**src/rtl/regfile_sched_pkg.sv**
```systemverilog
// Shared types and constants for the register-file write-back scheduler.
package regfile_sched_pkg;

  localparam int DEF_ADDR_W = 5;
  localparam int DEF_DATA_W = 32;
  localparam int DROP_W     = 8;

  localparam logic [DEF_ADDR_W-1:0] REG_ZERO = 5'd0;

  typedef struct packed {
    logic                  valid;
    logic [DEF_ADDR_W-1:0] addr;
    logic [DEF_DATA_W-1:0] data;
  } wb_slot_t;

endpackage

```
**src/rtl/regfile_write_scheduler_rr_pick.sv**
```systemverilog
// Round-robin find-first: returns the first set bit of i_mask scanning upward
// from i_start and wrapping modulo N.
module rr_pick #(
  parameter int N     = 3,
  parameter int PTR_W = 2
) (
  input  logic [N-1:0]     i_mask,
  input  logic [PTR_W-1:0] i_start,
  output logic             o_found,
  output logic [PTR_W-1:0] o_idx
);

  int w_pos;

  always_comb begin
    o_found = 1'b0;
    o_idx   = '0;
    w_pos   = 0;
    for (int k = 0; k < N; k++) begin
      w_pos = int'(i_start) + k;
      if (w_pos >= N) w_pos = w_pos - N;
      if (!o_found && i_mask[w_pos]) begin
        o_found = 1'b1;
        o_idx   = PTR_W'(w_pos);
      end
    end
  end

endmodule

```
**src/rtl/regfile_write_scheduler.sv**
```systemverilog
// Arbitrates NUM_REQ write-back sources onto the two register-file write ports
// (shared enable), with round-robin fairness, same-register conflict avoidance
// and silent discard of writes to $zero.
module regfile_write_scheduler
  import regfile_sched_pkg::*;
#(
  parameter int NUM_REQ = 3,
  parameter int DATA_W  = DEF_DATA_W,
  parameter int ADDR_W  = DEF_ADDR_W
) (
  input  logic                      clock,
  input  logic                      reset_n,
  input  logic                      hold,
  input  logic [NUM_REQ-1:0]        req_valid,
  input  logic [NUM_REQ*ADDR_W-1:0] req_addr,
  input  logic [NUM_REQ*DATA_W-1:0] req_data,
  output logic [NUM_REQ-1:0]        req_ready,
  output logic                      signal_reg_write,
  output logic [ADDR_W-1:0]         write_register1,
  output logic [ADDR_W-1:0]         write_register2,
  output logic [DATA_W-1:0]         write_data1,
  output logic [DATA_W-1:0]         write_data2,
  output logic [DROP_W-1:0]         drop_count
);

  localparam int PTR_W = (NUM_REQ > 1) ? $clog2(NUM_REQ) : 1;
  localparam int CNT_W = $clog2(NUM_REQ + 1);

  // The slot record carries the package widths, so the ports must agree with them.
  if (DATA_W != DEF_DATA_W || ADDR_W != DEF_ADDR_W) begin : g_width_check
    $error("regfile_write_scheduler: DATA_W/ADDR_W must match regfile_sched_pkg");
  end

  function automatic logic [DROP_W-1:0] sat_add(input logic [DROP_W-1:0] a,
                                                input logic [CNT_W-1:0]  b);
    logic [DROP_W:0] s;
    s = {1'b0, a} + (DROP_W+1)'(b);
    return s[DROP_W] ? '1 : s[DROP_W-1:0];
  endfunction

  function automatic logic [PTR_W-1:0] ptr_next(input logic [PTR_W-1:0] p);
    return (int'(p) == NUM_REQ - 1) ? '0 : p + PTR_W'(1);
  endfunction

  logic [ADDR_W-1:0] w_addr [NUM_REQ];
  logic [DATA_W-1:0] w_data [NUM_REQ];

  for (genvar g = 0; g < NUM_REQ; g++) begin : g_unpack
    assign w_addr[g] = req_addr[g*ADDR_W +: ADDR_W];
    assign w_data[g] = req_data[g*DATA_W +: DATA_W];
  end

  logic [PTR_W-1:0]   r_rr_ptr;
  logic               r_wen;
  logic [ADDR_W-1:0]  r_wa1, r_wa2;
  logic [DATA_W-1:0]  r_wd1, r_wd2;
  logic [DROP_W-1:0]  r_drop;

  logic [NUM_REQ-1:0] w_elig, w_zero_hit, w_mask2;
  logic [CNT_W-1:0]   w_drop_n;
  logic               w_found1, w_found2;
  logic [PTR_W-1:0]   w_idx1, w_idx2;
  wb_slot_t           w_s1, w_s2;

  always_comb begin
    w_elig     = '0;
    w_zero_hit = '0;
    w_drop_n   = '0;
    for (int i = 0; i < NUM_REQ; i++) begin
      w_zero_hit[i] = !hold && req_valid[i] && (w_addr[i] == REG_ZERO);
      w_elig[i]     = !hold && req_valid[i] && (w_addr[i] != REG_ZERO);
      w_drop_n      = w_drop_n + CNT_W'(w_zero_hit[i]);
    end
  end

  rr_pick #(.N(NUM_REQ), .PTR_W(PTR_W)) u_pick1 (
    .i_mask  (w_elig),
    .i_start (r_rr_ptr),
    .o_found (w_found1),
    .o_idx   (w_idx1)
  );

  always_comb begin
    w_s1.valid = w_found1;
    w_s1.addr  = w_addr[w_idx1];
    w_s1.data  = w_data[w_idx1];
  end

  // Excluding every entry that targets slot1's register keeps the two ports
  // from ever carrying different values for the same index.
  always_comb begin
    w_mask2 = '0;
    for (int i = 0; i < NUM_REQ; i++) begin
      w_mask2[i] = w_elig[i] && (PTR_W'(i) != w_idx1) && (w_addr[i] != w_s1.addr);
    end
  end

  rr_pick #(.N(NUM_REQ), .PTR_W(PTR_W)) u_pick2 (
    .i_mask  (w_mask2),
    .i_start (r_rr_ptr),
    .o_found (w_found2),
    .o_idx   (w_idx2)
  );

  always_comb begin
    w_s2.valid = w_found2;
    w_s2.addr  = w_addr[w_idx2];
    w_s2.data  = w_data[w_idx2];
  end

  always_comb begin
    req_ready = '0;
    for (int i = 0; i < NUM_REQ; i++) begin
      req_ready[i] = w_zero_hit[i]
                  || (w_s1.valid && (w_idx1 == PTR_W'(i)))
                  || (w_s2.valid && (w_idx2 == PTR_W'(i)));
    end
  end

  // With a single grant port 2 mirrors port 1, so the shared enable rewrites the same value.
  always_ff @(posedge clock or negedge reset_n) begin
    if (!reset_n) begin
      r_rr_ptr <= '0;
      r_wen    <= 1'b0;
      r_wa1    <= '0;
      r_wa2    <= '0;
      r_wd1    <= '0;
      r_wd2    <= '0;
      r_drop   <= '0;
    end else begin
      r_wen <= w_s1.valid;
      if (w_s1.valid) begin
        r_wa1    <= w_s1.addr;
        r_wd1    <= w_s1.data;
        r_wa2    <= w_s2.valid ? w_s2.addr : w_s1.addr;
        r_wd2    <= w_s2.valid ? w_s2.data : w_s1.data;
        r_rr_ptr <= ptr_next(w_s2.valid ? w_idx2 : w_idx1);
      end
      if (w_drop_n != '0) r_drop <= sat_add(r_drop, w_drop_n);
    end
  end

  assign signal_reg_write = r_wen;
  assign write_register1  = r_wa1;
  assign write_register2  = r_wa2;
  assign write_data1      = r_wd1;
  assign write_data2      = r_wd2;
  assign drop_count       = r_drop;

endmodule

```
**config.mk**
```make
export PLATFORM = sky130hd
export DESIGN_NAME = regfile_write_scheduler
export DESIGN_NICKNAME = d
export VERILOG_FILES = /design/src/rtl/regfile_sched_pkg.sv /design/src/rtl/regfile_write_scheduler_rr_pick.sv /design/src/rtl/regfile_write_scheduler.sv
export SDC_FILE = /design/constraint.sdc
export NUM_CORES = 1
export LEC_CHECK = 0
export CELL_PAD_IN_SITES_DETAIL_PLACEMENT = 0
export CELL_PAD_IN_SITES_GLOBAL_PLACEMENT = 2
export CORE_MARGIN = 2
export CORE_UTILIZATION = 27
export CTS_BUF_LIST = sky130_fd_sc_hd__clkbuf_2
export DETAILED_ROUTE_END_ITERATION = 7
export GPL_ROUTABILITY_DRIVEN = 1
export PLACE_DENSITY_LB_ADDON = 0.15
export SETUP_SLACK_MARGIN = 0.2
export SLEW_MARGIN = 30
export SYNTH_ARGS = -nofsm -noshare
export SYNTH_HDL_FRONTEND = slang
export SYNTH_SLANG_ARGS = --single-unit
```
**constraint.sdc**
```tcl
create_clock -name clock -period 8.5 [get_ports clock]
set_input_delay 2.55 -clock clock [delete_from_list [all_inputs] [get_ports clock]]
set_output_delay 2.55 -clock clock [all_outputs]
set_load 0.02 [all_outputs]
```
==> out/summary.txt <==
Slowest-stage cell, CP: clkdlybuf4s50_1
number of port buffers: 202
syn_area_per_cell: 8.517 um^2
DR vias: 6684
TritonCTS Buffers: 9
initial core utilization: 27.69%
Detailed Route WL: 25.21 mm
pin count of the biggest net entering global routing: 96
num rows: 53
DR WL/cell: 20.90 um
CTS Sinks: 85
post-DP HPWL: 17.71 mm
top post-synthesis cells by area: dfrtp_1 (36%), a221oi_1 (5.8%), a21oi_1 (4.9%), nand2_1 (4.7%), or4b_1 (4.4%)
CTS tree: yes
Ys Warns: 0
CP max FO: 7
Post-synth EDFFs: 0
root buffer cell: clkbuf_2
RSZ-0062 raised after global routing: false
Final nets: 1048
CP most frequent cell: buf_4
count of final setup violators: 0
Max Clk Rate: 122.1 MHz
# DRC: 0
count leader, synth: dfrtp_1
maximum clock path buffer count: 2
clk slew on worst S/H paths: 0.30 ns
Mapped Area: 5877 um^2
Worst setup SP type: primary input
Crit path max-delay family: compound AO/OA/AOI/OAI gates
Final Hold Vio Count: 0
Post-Route Utilization: 42.14%
top_reg_cell synth: dfrtp_1
share of the synthesized area in the top cell type: 36.19%
Worst Path Class, Setup: primary input to output pin
Worst VDD drop: 0.2064 mV
worst skew pair latency: 0.58 ns
fin. max-slew vios: 0
distinct cell type count after synthesis: 68
Worst Tran Pin Value: 0.8395 ns
syn_nets: 813
number of global-route vias before repair: 6574
final worst-path cycle share: 96.33%
Synth area leader: dfrtp_1
Max-Cap Viols: 0
post-layout min period: 8.188 ns
first-pass GRT wire length: 37.99 mm
# IOs: 203
Leak Pwr: 3.659 nW
gpl congestion: 0.9539
Worst Path Arrival: 5.64 ns
Vias/cell: 5.542
Die H: 151.5 um
reg2reg start: r_rr_ptr[0]$_DFFE_PN0N_
cts hold-fix bufs: 0
Detailed Route Iter0 Violations: 450
Syn Inst Count: 690
crit path buf inv count: 5
crit path cell chain: clkdlybuf4s50_1 -> nor3b_4 -> a221o_1 -> o211ai_1 -> buf_4 -> buf_4 -> a21oi_1 -> o21ai_1 -> a2111o_1 -> o2111ai_2 -> o21ba_4 -> buf_4 -> or3_1 -> buf_4
drt first pass iters: 5
core box area: 21220 um^2
Worst Setup End Kind: output pin
Layout area overhead: 52.16%
worst hold path startpoint: write_data1[21]$_DFFE_PN0N_
Detail Route Antenna Nets: 0
max_slew headroom: 44.03%
register area share after synthesis: 36.19%
share of cells above drive strength 1: 16.02%
Worst EP required: 5.95 ns
Die Wd: 151.5 um
Hold Path Class: flop to flop
Hold Path Sink: write_data1[21]$_DFFE_PN0N_
initial antenna violation count: 1
Async SR Flop Fraction: 100.0%
htree depth: 3
reg2reg end: write_data2[10]$_DFFE_PN0N_
r2r setup slk: 3.83 ns
R2R depth: 17
synth cell count leaders: dfrtp_1 (85), nand2_1 (73), nor2_1 (62)
GR Util All Layers: 21.51%
status: complete, no violations
total grt overflow: 0
total negative setup slack: 0 ns
die area: 22960 um^2
synthesized flop and latch total: 85
Post-Place Cell Area: 8547 um^2
WHS Path Cells: 2
pwr dens: 340.7 nW/um^2
CP peak stage delay: 0.48 ns
clk_skew: 0.03533 ns
final instance area: 8942 um^2
[report_power, final]
part           switching (mW)  total (mW)  internal [mW]  leakage [nW]
clock network           0.167       0.239         0.0717        0.0671
registers               0.101       0.697          0.596          1.01
logic                    1.22        2.11          0.888          2.58
[cells in the final DEF, fill, tap and decap left out, types with 3 or more instances in the layout]
cell type	Yosys	layout
and2_1	3	3
nor2_1	62	61
clkinvlp_4	0	3
or3_1	16	13
a21oi_2	3	6
clkbuf_2	0	9
nand2b_1	28	27
a21oi_1	57	53
dfrtp_1	85	85
nand2_1	73	72
a221oi_1	39	38
inv_1	13	12
xnor2_1	6	6
buf_4	1	83
a31oi_1	38	38
and3_1	6	6
buf_2	16	3
clkdlybuf4s50_1	0	186
nor3_1	5	4
nand3_1	9	9
nor2b_1	4	3
o211ai_1	5	5
o21ai_0	39	36
o21ai_1	1	3
nor3_4	1	3
a22o_1	25	25
buf_6	8	7
a22oi_1	9	9
mux2i_1	11	11
or4b_1	26	26
or3_4	1	4
o22ai_1	3	3
ha_1	4	4
dlymetal6s2s_1	0	9
[logic make-up after synthesis]
logic type	share of synthesized area, %
AO/OA/AOI/OAI	29.66
AND/OR/NAND/NOR	22.91
flip-flops	36.19
buffers and inverters	6.472
multiplexers	1.874
XOR/XNOR	1.192
adder cells (fa/ha/maj)	1.703
[through the flow]
step	instances	worst slack (ns)	power [mW]	hold slack (ns)
floorplan	690	0.4404	1.881	0.5368
global placement	1179	-0.4138	2.733	0.4636
detailed placement	1179	-0.4318	2.757	0.4691
CTS	1201	0.2041	3.038	0.5267
global route	1206	0.1887	3.276	0.5414
finish	1206	0.3118	3.046	0.5182
[worst min-delay path, cell delays in order (launching register included)]
cell and delay, ns:
dfrtp_1 0.42, nand2_1 0.04, o21ai_0 0.06
[sequential cells by signal, summed over array words and instances, names as in the netlist]
name,count
write_data1,32
write_data2,32
drop_count,8
write_register1,5
write_register2,5
r_rr_ptr,2
signal_reg_write,1
[per-layer routing]
| layer | routed length [um] | GRT usage [%] | vias to the layer above |
|---|---|---|---|
| met2 | 12160 | 36.22 | 279 |
| met4 | 705 | 6.389 | 0 |
| met5 | 0 | 0 | - |
| met3 | 1463 | 2.964 | 42 |
| li1 | - | - | 3081 |
| met1 | 10880 | 28.77 | 3282 |
[how the worst max path moves through the flow]
| stage | start | end | slack, ns | cells past startpoint |
|---|---|---|---|---|
| floorplan | req_addr[10] | req_ready[0] | 0.44 | 14 |
| global placement | req_addr[9] | req_ready[0] | -0.41 | 15 |
| detailed placement | req_addr[9] | req_ready[0] | -0.43 | 15 |
| CTS | req_addr[7] | req_ready[0] | 0.20 | 16 |
| global route | req_addr[3] | req_ready[0] | 0.19 | 16 |
| finish | req_addr[3] | req_ready[1] | 0.31 | 14 |
[repair_timing]
action                                  4_1_cts  5_1_grt
cloned                                        1        0
gates resized for setup                      41       30
endpoints found under the setup margin        3        3
pin swaps                                    12       18
setup buffers                                 5        4
[layout make-up]
type	count	area, um^2
Multi-Input combinational cell	526	3555
Timing Repair Buffer	290	2739
Antenna cell	1	2.502
Clock buffer	9	45.04
Clock inverter	7	81.33
Sequential cell	85	2127
Inverter	13	48.80
Tap cell	275	344.1
Fill cell	2126	12280
Power figures use the tool's default switching activity.
